===== config.mk =====
export PLATFORM = sky130hd
export DESIGN_NAME = bus_arbiter_flat
export DESIGN_NICKNAME = d
export VERILOG_FILES = /design/src/rtl/v30mz_pkg.sv /design/src/rtl/bus_arbiter_if.sv /design/src/rtl/bus_arbiter.sv /design/src/flat_wrapper.sv
export SDC_FILE = /design/constraint.sdc
export NUM_CORES = 1
export LEC_CHECK = 0
export BUFFER_PORTS_ARGS = -buffer_cell sky130_fd_sc_hd__buf_4
export CELL_PAD_IN_SITES_DETAIL_PLACEMENT = 1
export CELL_PAD_IN_SITES_GLOBAL_PLACEMENT = 1
export CORE_MARGIN = 8
export CORE_UTILIZATION = 36
export CTS_CLUSTER_DIAMETER = 120
export DETAILED_ROUTE_END_ITERATION = 8
export PLACE_DENSITY = 0.93
export RECOVER_POWER = 100
export SKIP_CTS_REPAIR_TIMING = 1
export SYNTH_ARGS = -nofsm -noshare
export SYNTH_HDL_FRONTEND = slang
export SYNTH_SLANG_ARGS = --single-unit

===== constraint.sdc =====
create_clock -name clk -period 6 [get_ports clk]
set_input_delay 0.9 -clock clk [delete_from_list [all_inputs] [get_ports clk]]
set_output_delay 0.9 -clock clk [all_outputs]
set_load 0.02 [all_outputs]

===== src/rtl/v30mz_pkg.sv =====
// Shared v30mz definitions used by the bus arbiter.
// Holds the EU bus command codes, the external bus status codes, the arbiter
// state enum, and the helpers that map a request onto the bus lanes.
package v30mz_pkg;

  typedef logic [19:0] addr_t;

  localparam logic [2:0] BUS_COMMAND_IDLE      = 3'd0;
  localparam logic [2:0] BUS_COMMAND_MEM_READ  = 3'd1;
  localparam logic [2:0] BUS_COMMAND_MEM_WRITE = 3'd2;
  localparam logic [2:0] BUS_COMMAND_IO_READ   = 3'd3;
  localparam logic [2:0] BUS_COMMAND_IO_WRITE  = 3'd4;

  localparam logic [3:0] BUS_STATUS_IDLE      = 4'hf;
  localparam logic [3:0] BUS_STATUS_MEM_READ  = 4'b1001;
  localparam logic [3:0] BUS_STATUS_MEM_WRITE = 4'b1010;
  localparam logic [3:0] BUS_STATUS_IO_READ   = 4'b0101;
  localparam logic [3:0] BUS_STATUS_IO_WRITE  = 4'b0110;
  localparam logic [3:0] BUS_STATUS_FETCH     = 4'b1001;

  typedef enum logic [1:0] {
    ARB_IDLE = 2'd0,
    ARB_CYC1 = 2'd1,
    ARB_CYC2 = 2'd2
  } arb_state_e;

  typedef struct packed {
    logic        upper;
    logic [15:0] data;
  } lane_t;

  // Unknown non-idle commands still get a bus cycle so the requester
  // is never left waiting; they run as a memory read.
  function automatic logic [3:0] cmd_status(input logic [2:0] cmd);
    case (cmd)
      BUS_COMMAND_MEM_WRITE: return BUS_STATUS_MEM_WRITE;
      BUS_COMMAND_IO_READ:   return BUS_STATUS_IO_READ;
      BUS_COMMAND_IO_WRITE:  return BUS_STATUS_IO_WRITE;
      default:               return BUS_STATUS_MEM_READ;
    endcase
  endfunction

  // Lane enable and write data for one bus cycle. Byte cycles drive the
  // selected byte on both lanes so the target can pick either one.
  // The first half of a split word is an odd-byte cycle with the low byte;
  // the second half is an even-byte cycle with the high byte.
  function automatic lane_t lane_steer(input logic        word,
                                       input logic        a0,
                                       input logic        second,
                                       input logic [15:0] wdata);
    lane_t l;
    if (second) begin
      l.upper = 1'b0;
      l.data  = {2{wdata[15:8]}};
    end else if (word && !a0) begin
      l.upper = 1'b1;
      l.data  = wdata;
    end else begin
      l.upper = a0;
      l.data  = {2{wdata[7:0]}};
    end
    return l;
  endfunction

  // Read data for a non-split cycle.
  function automatic logic [15:0] read_steer(input logic        word,
                                             input logic        a0,
                                             input logic [15:0] din);
    if (word)    return din;
    else if (a0) return {8'h00, din[15:8]};
    else         return {8'h00, din[7:0]};
  endfunction

endpackage


===== src/rtl/bus_arbiter_if.sv =====
// Requester and external-bus signal bundle for bus_arbiter.
// master: the arbiter (owns the bus, returns done/data to requesters).
// slave : the environment (EU, prefetch queue, bus target).
interface bus_arbiter_if;
  import v30mz_pkg::*;

  // Execution unit
  logic [2:0]  eu_cmd;
  addr_t       eu_addr;
  logic        eu_word;
  logic [15:0] eu_wdata;
  logic        eu_done;
  logic [15:0] eu_rdata;
  // Prefetch queue
  logic        pf_req;
  addr_t       pf_addr;
  logic        pf_cancel;
  logic        pf_done;
  logic [15:0] pf_data;
  logic        pf_byte;
  // External bus
  logic        readyb;
  logic [15:0] data_in;
  addr_t       address_out;
  logic [15:0] data_out;
  logic [3:0]  bus_status;
  logic        bus_upper_byte_enable;
  logic        busy;

  modport master (
    input  eu_cmd, eu_addr, eu_word, eu_wdata,
    output eu_done, eu_rdata,
    input  pf_req, pf_addr, pf_cancel,
    output pf_done, pf_data, pf_byte,
    input  readyb, data_in,
    output address_out, data_out, bus_status, bus_upper_byte_enable, busy
  );

  modport slave (
    output eu_cmd, eu_addr, eu_word, eu_wdata,
    input  eu_done, eu_rdata,
    output pf_req, pf_addr, pf_cancel,
    input  pf_done, pf_data, pf_byte,
    output readyb, data_in,
    input  address_out, data_out, bus_status, bus_upper_byte_enable, busy
  );
endinterface


===== src/rtl/bus_arbiter.sv =====
// v30mz bus control unit.
// Arbitrates the external bus between EU data/IO accesses (priority) and
// prefetch fetches, runs each cycle until readyb is sampled low, and splits
// odd-address word accesses into two byte cycles.
// Ports: clk, reset (sync, active-high), bif (bus_arbiter_if.master).
module bus_arbiter
  import v30mz_pkg::*;
(
  input  logic           clk,
  input  logic           reset,
  bus_arbiter_if.master  bif
);

  arb_state_e  state_q, state_d;
  addr_t       addr_q, addr_d;
  logic [3:0]  status_q, status_d;
  logic        upper_q, upper_d;
  logic [15:0] dout_q, dout_d;
  logic [7:0]  whi_q, whi_d;     // write high byte, needed by the second split half
  logic [7:0]  lo_q, lo_d;       // read low byte captured by the first split half
  logic        pf_own_q, pf_own_d;
  logic        word_q, word_d;
  logic        a0_q, a0_d;
  logic        split_q, split_d;
  logic        cancel_q, cancel_d;

  logic        rdy;
  logic        eu_done_c, pf_done_c;
  logic [15:0] rdata_c;
  lane_t       lane1, lane2;

  assign rdy   = !bif.readyb;
  assign lane1 = lane_steer(bif.eu_word, bif.eu_addr[0], 1'b0, bif.eu_wdata);
  assign lane2 = lane_steer(1'b1, 1'b1, 1'b1, {whi_q, 8'h00});

  always_comb begin
    state_d   = state_q;
    addr_d    = addr_q;
    status_d  = status_q;
    upper_d   = upper_q;
    dout_d    = dout_q;
    whi_d     = whi_q;
    lo_d      = lo_q;
    pf_own_d  = pf_own_q;
    word_d    = word_q;
    a0_d      = a0_q;
    split_d   = split_q;
    cancel_d  = cancel_q;
    eu_done_c = 1'b0;
    pf_done_c = 1'b0;
    rdata_c   = 16'h0000;

    case (state_q)
      ARB_IDLE: begin
        if (bif.eu_cmd != BUS_COMMAND_IDLE) begin
          addr_d   = bif.eu_addr;
          status_d = cmd_status(bif.eu_cmd);
          upper_d  = lane1.upper;
          dout_d   = lane1.data;
          whi_d    = bif.eu_wdata[15:8];
          pf_own_d = 1'b0;
          word_d   = bif.eu_word;
          a0_d     = bif.eu_addr[0];
          split_d  = bif.eu_word & bif.eu_addr[0];
          cancel_d = 1'b0;
          state_d  = ARB_CYC1;
        end else if (bif.pf_req && !bif.pf_cancel) begin
          addr_d   = bif.pf_addr;
          status_d = BUS_STATUS_FETCH;
          upper_d  = 1'b1;
          pf_own_d = 1'b1;
          word_d   = 1'b1;
          a0_d     = bif.pf_addr[0];
          split_d  = 1'b0;
          cancel_d = 1'b0;
          state_d  = ARB_CYC1;
        end
      end

      ARB_CYC1: begin
        // Remember a flush seen during any wait state of a prefetch.
        if (pf_own_q && bif.pf_cancel) cancel_d = 1'b1;
        if (rdy) begin
          if (split_q) begin
            lo_d    = bif.data_in[15:8];
            addr_d  = addr_q + 20'd1;
            upper_d = lane2.upper;
            dout_d  = lane2.data;
            state_d = ARB_CYC2;
          end else begin
            if (pf_own_q) pf_done_c = !(cancel_q || bif.pf_cancel);
            else          eu_done_c = 1'b1;
            rdata_c  = read_steer(word_q, a0_q, bif.data_in);
            status_d = BUS_STATUS_IDLE;
            state_d  = ARB_IDLE;
          end
        end
      end

      ARB_CYC2: begin
        if (rdy) begin
          eu_done_c = 1'b1;
          rdata_c   = {bif.data_in[7:0], lo_q};
          status_d  = BUS_STATUS_IDLE;
          state_d   = ARB_IDLE;
        end
      end

      default: begin
        status_d = BUS_STATUS_IDLE;
        state_d  = ARB_IDLE;
      end
    endcase
  end

  always_ff @(posedge clk) begin
    if (reset) begin
      state_q  <= ARB_IDLE;
      addr_q   <= 20'hfffff;
      status_q <= BUS_STATUS_IDLE;
      upper_q  <= 1'b0;
      dout_q   <= 16'h0000;
      whi_q    <= 8'h00;
      lo_q     <= 8'h00;
      pf_own_q <= 1'b0;
      word_q   <= 1'b0;
      a0_q     <= 1'b0;
      split_q  <= 1'b0;
      cancel_q <= 1'b0;
    end else begin
      state_q  <= state_d;
      addr_q   <= addr_d;
      status_q <= status_d;
      upper_q  <= upper_d;
      dout_q   <= dout_d;
      whi_q    <= whi_d;
      lo_q     <= lo_d;
      pf_own_q <= pf_own_d;
      word_q   <= word_d;
      a0_q     <= a0_d;
      split_q  <= split_d;
      cancel_q <= cancel_d;
    end
  end

  // Done pulses are combinational; reset in the same cycle aborts the
  // access without completing it.
  assign bif.eu_done  = eu_done_c & !reset;
  assign bif.pf_done  = pf_done_c & !reset;
  assign bif.eu_rdata = bif.eu_done ? rdata_c : 16'h0000;
  assign bif.pf_data  = bif.pf_done ? bif.data_in : 16'h0000;
  assign bif.pf_byte  = bif.pf_done & a0_q;

  assign bif.address_out           = addr_q;
  assign bif.data_out              = dout_q;
  assign bif.bus_status            = status_q;
  assign bif.bus_upper_byte_enable = upper_q;
  assign bif.busy                  = (state_q != ARB_IDLE);

endmodule


===== src/flat_wrapper.sv =====
// flat-port wrapper written by rule: the top's interface ports become plain ports
module bus_arbiter_flat import v30mz_pkg::*;
  (clk, reset, bif_eu_cmd, bif_eu_addr, bif_eu_word, bif_eu_wdata, bif_eu_done, bif_eu_rdata, bif_pf_req, bif_pf_addr, bif_pf_cancel, bif_pf_done, bif_pf_data, bif_pf_byte, bif_readyb, bif_data_in, bif_address_out, bif_data_out, bif_bus_status, bif_bus_upper_byte_enable, bif_busy);
  bus_arbiter_if bif_i ();
  input  logic clk;
  input  logic reset;
  input wire logic [$bits(bif_i.eu_cmd)-1:0] bif_eu_cmd;
  input wire logic [$bits(bif_i.eu_addr)-1:0] bif_eu_addr;
  input wire logic [$bits(bif_i.eu_word)-1:0] bif_eu_word;
  input wire logic [$bits(bif_i.eu_wdata)-1:0] bif_eu_wdata;
  output wire logic [$bits(bif_i.eu_done)-1:0] bif_eu_done;
  output wire logic [$bits(bif_i.eu_rdata)-1:0] bif_eu_rdata;
  input wire logic [$bits(bif_i.pf_req)-1:0] bif_pf_req;
  input wire logic [$bits(bif_i.pf_addr)-1:0] bif_pf_addr;
  input wire logic [$bits(bif_i.pf_cancel)-1:0] bif_pf_cancel;
  output wire logic [$bits(bif_i.pf_done)-1:0] bif_pf_done;
  output wire logic [$bits(bif_i.pf_data)-1:0] bif_pf_data;
  output wire logic [$bits(bif_i.pf_byte)-1:0] bif_pf_byte;
  input wire logic [$bits(bif_i.readyb)-1:0] bif_readyb;
  input wire logic [$bits(bif_i.data_in)-1:0] bif_data_in;
  output wire logic [$bits(bif_i.address_out)-1:0] bif_address_out;
  output wire logic [$bits(bif_i.data_out)-1:0] bif_data_out;
  output wire logic [$bits(bif_i.bus_status)-1:0] bif_bus_status;
  output wire logic [$bits(bif_i.bus_upper_byte_enable)-1:0] bif_bus_upper_byte_enable;
  output wire logic [$bits(bif_i.busy)-1:0] bif_busy;
  assign bif_i.eu_cmd = bif_eu_cmd;
  assign bif_i.eu_addr = bif_eu_addr;
  assign bif_i.eu_word = bif_eu_word;
  assign bif_i.eu_wdata = bif_eu_wdata;
  assign bif_eu_done = bif_i.eu_done;
  assign bif_eu_rdata = bif_i.eu_rdata;
  assign bif_i.pf_req = bif_pf_req;
  assign bif_i.pf_addr = bif_pf_addr;
  assign bif_i.pf_cancel = bif_pf_cancel;
  assign bif_pf_done = bif_i.pf_done;
  assign bif_pf_data = bif_i.pf_data;
  assign bif_pf_byte = bif_i.pf_byte;
  assign bif_i.readyb = bif_readyb;
  assign bif_i.data_in = bif_data_in;
  assign bif_address_out = bif_i.address_out;
  assign bif_data_out = bif_i.data_out;
  assign bif_bus_status = bif_i.bus_status;
  assign bif_bus_upper_byte_enable = bif_i.bus_upper_byte_enable;
  assign bif_busy = bif_i.busy;
  bus_arbiter u_core (.clk(clk), .reset(reset), .bif(bif_i));
endmodule

==> run metrics, run 1 <==
status finished with violations; failing checks capacitance limit, slew limit; Worst Path Required 5100 ps; Layout area overhead 30.5%; GRT Total Usage 0.206; WHS Path Cells 2; Leakage 0.00211 uW; Flop pwr share 0.330; # setup viols final 0; Die Y-Extent 121 um; Layout Utilization 0.478; post-synth net total 631; CP Capture Type output port; count of state elements after synthesis 64; first-pass GRT wire length 24600 um; Sw Ratio 0.418; CTS Buffer Depth 2; worst clock skew 9.52 ps; worst flop-to-flop path endpoint u_core.bif.address_out[17]$_SDFFE_PP1P_; Worst Hold End u_core.whi_q[2]$_SDFFE_PP0P_; Post-Place Cells around 810; CP Data Arrival Time 3790 ps; Syn Area/Cell 7.21 um^2; post-synthesis sequential area ratio 0.325; Synth Warn # 0; nets 764; Sequential cell area roughly 1300 um^2; final WL roughly 15000 um; minimum clock period 4690 ps; drt first pass iters 4; diode count 0; power density over the cells ~340 nW/um^2; Worst-Skew Late Latency 360 ps; worst reg2reg setup slack roughly 2500 ps; Initial Utilization 0.367; Async SR Flop Fraction 0; Cell Int Power 1020 uW; Clock Pin Slew Worst Setup and Hold Paths 80 ps; Total Power between 1500 and 2000 uW; period utilization 0.781; Hold Crit Start u_core.whi_q[2]$_SDFFE_PP0P_; DRT iter0 DRCs 182; Max rail drop VDD between 0.1 and 0.15 mV; drt drc 0; largest net degree at the start of global routing 74; Max Clock Freq 213 MHz; Synth Flop Type dfxtp_1; I/O pins 158; DRT antenna net count 0; Hold WC Path Type flip-flop to flip-flop; Final Non-Filler Cells 824; Synth area leader dfxtp_1; Max-cap violations 3; DR WL/cell 18.6 um; netlist area before placement 3940 um^2; Clock Power Share 0.273; Gate power share 0.396; Fin Setup TNS 0 ps; vias in the first global route slightly below 5000; Slew @ Worst Pin 2890 ps; routability cong. 0.846; RSZ-0062 raised after global routing no; Die Area 14500 um^2; Reg2Reg Depth 9; Port Buffers about 160; EDFF count, synth 0; worst r2r src u_core.state_q[1]$_SDFFE_PP0P_; CTS tree done; Synth area leaders dfxtp_1, a21oi_1, nand2_1, nor2_1, mux2i_1; clk sink count 64; Vias 4517; Core ar. ~11000 um^2; Die W 121 um; crit-path max FO 18; worst setup path class input port to output port; Worst slew margin -0.944; switching power 730 uW; Via density 5.48; Inserted Clock Buffers 9; share of layout cells above drive strength 1 0.181; max-slew violation count 64; top cell type's share of synthesized area 0.325; CTS root buffer clkbuf_8; Max H-tree Level 3; Fin. Hold Viols 0; grt ovf 0; initial antenna violation count 0; Worst Setup Start Kind input port; hpwl dp 11300 um; Fillers between 1000 and 1500; Multi-input gate area approximately 2400 um^2; post-synthesis cell type count 52; Synth Instances roughly 550; cell row count 38
## cell usage in the layout, fill, tap and decap left out, types with 2 or more instances in the layout
master     count
a21oi_1       62
a211oi_2       2
a21o_1         5
a311oi_1       9
dfxtp_1       64
bufinv_16      3
nor4_1         6
a31oi_1        4
a22oi_1       10
o21ai_0       38
inv_1          8
o22ai_1        2
clkbuf_8      10
a21oi_2        2
and3_1         5
buf_4         99
and2_0        17
mux2i_1       18
nand2b_1      20
a211oi_1       4
nand4_1        6
nor3_1        18
nand3_1       24
o21bai_1       5
nor2b_1        5
or3_1          5
o211ai_1       2
ha_1           4
clkbuf_1      61
o311a_1        2
nor2_1        67
nand2_1       76
## routing by layer
| metal | part of all wire | GRT usage | vias up |
|---|---|---|---|
| met5 | 0 | 0 | - |
| met1 | 0.43 | 0.228 | 2157 |
| met4 | 0.018 | 0.0695 | 0 |
| met2 | 0.49 | 0.366 | 138 |
| met3 | 0.063 | 0.0643 | 26 |
| li1 | - | - | 2196 |
## per-stage QoR
step | worst slack, ps | hold slack, ps | area (um^2)
after detailed placement | 2200 | 449 | 5140
after global placement | 2410 | 443 | 5140
final | 1310 | 462 | 5140
after CTS | 2210 | 463 | 5400
after global routing | 1010 | 482 | 5140
after floorplan | 2880 | 437 | 3940
## state kept, by name, indices dropped and copies added, names as in the netlist
| signal | count |
|---|---|
| u_core.a0_q | 1 |
| u_core.bif.bus_upper_byte_enable | 1 |
| u_core.split_q | 1 |
| u_core.state_q | 2 |
| u_core.bif.bus_status | 4 |
| u_core.word_q | 1 |
| u_core.whi_q | 8 |
| u_core.pf_own_q | 1 |
| u_core.bif.data_out | 16 |
| u_core.bif.address_out | 20 |
| u_core.cancel_q | 1 |
| u_core.lo_q | 8 |
## logic make-up after synthesis
| family | after synthesis | synth area share |
|---|---|---|
| AND/OR/NAND/NOR | 257 | 0.314 |
| AO/OA/AOI/OAI | 155 | 0.246 |
| flip-flops | 64 | 0.325 |
| buffers and inverters | 46 | 0.0515 |
| multiplexers | 19 | 0.0486 |
| adder cells (fa/ha/maj) | 4 | 0.0127 |
| XOR/XNOR | 1 | 0.00222 |
## power by group through the flow
stage,logic [uW],registers (uW),clock network (uW)
global placement,713,579,0
CTS,751,577,484
finish,692,577,477
global route,757,588,500
floorplan,404,643,0
detailed placement,741,584,0
## worst max-delay path by stage
stage	from	end	slack (ps)	cells past startpoint
6_report	bif_readyb	bif_pf_byte	1310	5
5_1_grt	bif_eu_cmd[2]	u_core.bif.address_out[5]$_SDFFE_PP1P_	1010	7
4_1_cts	bif_readyb	bif_eu_rdata[9]	2210	5
3_5_place_dp	bif_readyb	bif_eu_rdata[9]	2200	5
3_3_place_gp	bif_readyb	bif_eu_rdata[3]	2410	5
2_1_floorplan	bif_readyb	bif_eu_rdata[10]	2880	6
## cells in the mapped netlist (all sizes together), types with 2 or more instances
cell type  number
a211oi          6
nand2          76
a311oi          9
nor4            6
ha              4
a22oi          10
o311a           2
nand2b         20
and3            5
nor3           18
nor2           67
nor2b           5
o21bai          5
o22ai           2
nand4           6
o21ai          38
inv             8
mux2i          18
and2           18
a21o            5
or3             6
dfxtp          64
or2             2
clkbuf         21
a21oi          64
nand3          24
buf            17
o211ai          2
a31oi           4
## area by class of cell
class,count,area share
Inverter,8,0.00584
Tap cell,140,0.0341
Clock inverter,6,0.0224
Timing Repair Buffer,160,0.189
Multi-Input combinational cell,436,0.472
Clock buffer,10,0.0268
Sequential cell,64,0.249
## critical path, stage by stage
cell    delay (ps)
buf_4          120
or3b_1         530
nor4_1        1760
and2_0         300
buf_4          160
Power figures use the tool's default switching activity.
==> inputs of run 2 (changes only) <==
Settings changed: CORE_UTILIZATION 36 to 31, PLACE_DENSITY 0.93 to 0.86.
Clock period 6 ns to 4.27 ns, I/O delays scaled along.
==> run 2 against run 1 <==
Compared with the run above: the run still ends with capacitance limit, slew limit left; largest cell class unchanged; sequential power increased by 40%; cell count up 4.2%; first-iteration DRC count fell by 15%; core utilization decreased by 5.9 points; power rose by 44%; clock skew decreased by 1.6 ps; worst setup slack lost 710 ps; flip-flop and latch count stayed put.
==> run metrics, run 2 (same netlist as run 1, synthesis figures left out) <==
grt ovf 0; worst setup path class flip-flop to flip-flop; Clock Pin Slew Worst Setup and Hold Paths 60 ps; # setup viols final 0; drt first pass iters 6; worst path bufs/invs 3; clk sink count 64; Inserted Clock Buffers 9; worst reg2reg setup slack 600 ps; Layout area overhead 33.3%; vias in the first global route 4716; CP Data Arrival Time roughly 4000 ps; power density over the cells roughly 480 nW/um^2; critical path depth 9; Leakage roughly 0.0021 uW; period utilization 0.858; Die W 129 um; DRT iter0 DRCs 155; CTS Buffer Depth 2; Fin Setup TNS 0 ps; delay-heaviest family, CP buffers and inverters; drt drc 0; Worst-Skew Late Latency roughly 340 ps; largest net degree at the start of global routing between 70 and 80; nets 767; hpwl dp around 11000 um; Vias 4500; DR WL/cell roughly 18 um; CTS root buffer clkbuf_16; status finished with violations; Max Clock Freq 273 MHz; failing checks capacitance limit, slew limit; RSZ-0062 raised after global routing no; Slowest cell on crit path clkbuf_2; CP Capture Type flip-flop; minimum clock period 3670 ps; Core ar. 12500 um^2; diode count 0; most common cell after layout, fill and taps aside buf_4; Hold WC Path Type flip-flop to flip-flop; Max H-tree Level 3; Max-cap violations 1; Layout Utilization 0.419; Via density 5.24; max-slew violation count 26; Slew @ Worst Pin between 1500 and 2000 ps; Die Area roughly 17000 um^2; share of layout cells above drive strength 1 0.188; final WL 15200 um; crit-path max FO 71; Initial Utilization 0.315; slowest cell delay on critical path 1000 ps; GRT Total Usage 0.180; initial antenna violation count 0; Worst Path Required 4500 ps; cell row count 41; Die Y-Extent between 100 and 150 um; routability cong. 0.821; WHS Path Cells 2; DRT antenna net count 0; worst clock skew 7.89 ps; Fin. Hold Viols 0; leading cell types in the layout, fill and taps excluded buf_4, nand2_1, nor2_1; Max rail drop VDD 0.162 mV; I/O pins 158; Worst Setup Start Kind flip-flop; Port Buffers between 150 and 200; Worst slew margin -0.114; CTS tree done; first-pass GRT wire length 24200 um; Reg2Reg Depth 9; max reg flops 20; worst-path cell chain inv_1 > ha_1 > clkbuf_2 > nand3b_1 > a32oi_1 > clkbuf_1 > and4_1 > o21ai_0 > a21o_1
run 2: cell types whose count changed in the layout (fill, tap and decap cells not counted), moves of 2 or more:
cell / before / now
clkbuf_8: 10 / 0
clkbuf_16: 0 / 9
buf_4: 99 / 101
bufinv_16: 3 / 1
clkinv_2: 0 / 2
clkinvlp_4: 1 / 3
o21ai_0: 38 / 36
o21ai_1: 0 / 2
run 2: where the power goes:
| group | leakage [uW] | switching [uW] | total, uW | internal (uW) |
|---|---|---|---|---|
| clock network | 0.000138 | 285 | 736 | 451 |
| logic | 0.00148 | 643 | 963 | 320 |
| registers | 0.000527 | 105 | 810 | 705 |
run 2: worst reg2reg max path, cell delays in order, from the launching register on:
cell and delay, ps:
dfxtp_1 320, inv_1 100, ha_1 240, clkbuf_2 1000, nand3b_1 270, a32oi_1 250
clkbuf_1 760, and4_1 320, o21ai_0 70, a21o_1 240
run 2: per-stage QoR:
stage               worst slack, ps  hold WS [ps]  instance area, um^2  total power [uW]  cells
finish                          604           453                 5250              2510    859
global route                    322           479                 5250              2670    859
CTS                             857           457                 5500              2620    859
detailed placement             1160           449                 5210              1870    843
global placement               1230           443                 5210              1820    843
floorplan                      1630           437                 3940              1470    546
run 2: area by class of cell:
class                   instances  area, um^2
fillers                      1653        7270
multi-input cells             436        2430
flip-flops and latches         64        1280
repair buffers                163         992
clock buffers                   9         225
well taps                     172         215
clock inverters                 7        71.3
inverters                       8        30.0
run 2: final timing paths:
| path | from | end |
|---|---|---|
| worst max-delay path | u_core.state_q[1]$_SDFFE_PP0P_ | u_core.bif.address_out[17]$_SDFFE_PP1P_ |
| worst min-delay path | u_core.bif.data_out[14]$_SDFFE_PP0P_ | u_core.bif.data_out[14]$_SDFFE_PP0P_ |
| worst max register to register | u_core.state_q[1]$_SDFFE_PP0P_ | u_core.bif.address_out[17]$_SDFFE_PP1P_ |
| worst min register to register | u_core.bif.data_out[14]$_SDFFE_PP0P_ | u_core.bif.data_out[14]$_SDFFE_PP0P_ |
run 2: per-layer routing:
metal	routed length (um)	track usage	vias to the layer above
met1	6240	0.205	2143
met3	1240	0.0554	12
li1	-	-	2203
met5	0	0	-
met2	7580	0.317	142
met4	145	0.0491	0
==> inputs of run 3 (changes only) <==
Settings changed: CORE_ASPECT_RATIO set to 0.75, CTS_CLUSTER_DIAMETER 120 to unset.
==> run 3 against run 2 <==
Compared with the run above: the run still ends with capacitance limit, slew limit left; via count is 0.73% higher; critical path depth shrank 3; combinational power is 0.7% higher; register-to-register slack better by 50 ps; die area grew 0.23%; design area grew 0.33%; count of clock-buffer cells in the layout unchanged; critical path type is now flip-flop to output port; largest power group unchanged; highest routed layer unchanged.
==> run metrics, run 3 (same netlist as run 1, synthesis figures left out) <==
CP Capture Type output port; Max-cap violations 1; power density over the cells ~500 nW/um^2; CTS Buffer Depth 2; clk sink count 64; Multi-input gate area 2430 um^2; Via density 5.31; share of layout cells above drive strength 1 0.185; WHS Path Cells 2; vias in the first global route approximately 4800; first-pass GRT wire length around 25000 um; routability cong. about 0.86; Cell Int Power 1540 uW; initial antenna violation count 0; Die Y-Extent 114 um; Fillers 1609; I/O pins 158; Fin. Hold Viols 0; cell row count 35; DR WL/cell 18.3 um; CTS root buffer clkbuf_16; period utilization 0.854; Inserted Clock Buffers 9; # setup viols final 0; largest net degree at the start of global routing 74; Hold WC Path Type flip-flop to flip-flop; failing checks capacitance limit, slew limit; Gate power share 0.373; most common cell after layout, fill and taps aside buf_4; DRT iter0 DRCs 161; nets 767; final worst setup slack 622 ps; Reg2Reg Depth 9; worst path bufs/invs 2; CP Data Arrival Time 3010 ps; Flop pwr share 0.313; Sw Ratio 0.408; Leakage 0.00216 uW; minimum clock period 3650 ps; worst clock skew 11.5 ps; Die W between 100 and 150 um; GRT Total Usage 0.181; Max rail drop VDD 0.228 mV; drt drc 0; Worst Path Required 3630 ps; Post-Place Cells 837; Worst Setup Start Kind flip-flop; Port Buffers 157; Layout area overhead 33.7%; worst-path cell chain inv_1 > ha_1 > or3b_1 > nor4_2 > and2_0 > buf_4; Layout Utilization 0.427; max reg flops 20; Slowest cell on crit path nor4_2; DRT antenna net count 0; crit-path max FO 18; Core ar. 12300 um^2; status finished with violations; final WL about 16000 um; Clock Pin Slew Worst Setup and Hold Paths 60 ps; Slew @ Worst Pin 1760 ps; delay-heaviest family, CP simple AND/OR/NAND/NOR gates; Max Clock Freq between 200 and 300 MHz; Sequential cell area about 1300 um^2; smallest hold slack 454 ps; Vias 4533; switching power 1060 uW; CTS tree done; Initial Utilization 0.319; Final Non-Filler Cells roughly 850; critical path depth 6; RSZ-0062 raised after global routing no; Clock Power Share 0.314; diode count 0; grt ovf 0; max-slew violation count 26; Place WS 1090 ps; Fin Setup TNS 0 ps; worst setup path class flip-flop to output port; hpwl dp 11500 um; Worst-Skew Late Latency 330 ps; slowest cell delay on critical path 1110 ps; Die Area 16600 um^2; Max H-tree Level 3; leading cell types in the layout, fill and taps excluded buf_4, nand2_1, nor2_1; Worst slew margin -0.174; drt first pass iters 4
run 3: metrics by stage:
stage	power (uW)	instance area, um^2
after global placement	1830	5200
after global routing	2760	5270
final	2600	5270
after detailed placement	1880	5200
after CTS	2710	5530
after floorplan	1470	3940
run 3: routing by layer:
| metal | global-route usage | vias up | part of all wire | routed length, um |
|---|---|---|---|---|
| li1 | - | 2198 | - | - |
| met1 | 0.223 | 2200 | 0.47 | 7380 |
| met2 | 0.310 | 121 | 0.47 | 7390 |
| met3 | 0.0400 | 14 | 0.045 | 702 |
| met4 | 0.0534 | 0 | 0.011 | 172 |
| met5 | 0 | - | 0 | 0 |
run 3: worst paths after layout:
kind	from	to	slack, ps
setup / recovery	u_core.state_q[1]$_SDFFE_PP0P_	bif_pf_data[15]	620
hold / removal	u_core.lo_q[3]$_SDFFE_PP0P_	u_core.lo_q[3]$_SDFFE_PP0P_	450
setup reg to reg	u_core.state_q[1]$_SDFFE_PP0P_	u_core.bif.address_out[17]$_SDFFE_PP1P_	650
hold reg to reg	u_core.lo_q[3]$_SDFFE_PP0P_	u_core.lo_q[3]$_SDFFE_PP0P_	450
run 3: cell type report:
type	instances	area share
clock buffer	9	0.0428
clock inverter	7	0.0195
inverter	8	0.00570
multi-input combinational	436	0.461
sequential	64	0.243
tap	166	0.0394
timing repair buffer	163	0.188
run 3: worst min-delay path, delay by kind of cell (launching register included):
family           cells  cell delay (ps)
AO/OA/AOI/OAI        1               50
flip-flops           1              300
AND/OR/NAND/NOR      1               50
run 3: power by group through the flow:
stage	Combinational, uW	Clock [uW]	Sequential (uW)
global placement	1020	0	817
global route	1070	861	828
CTS	1060	833	813
floorplan	568	0	903
finish	970	814	813
detailed placement	1060	0	824
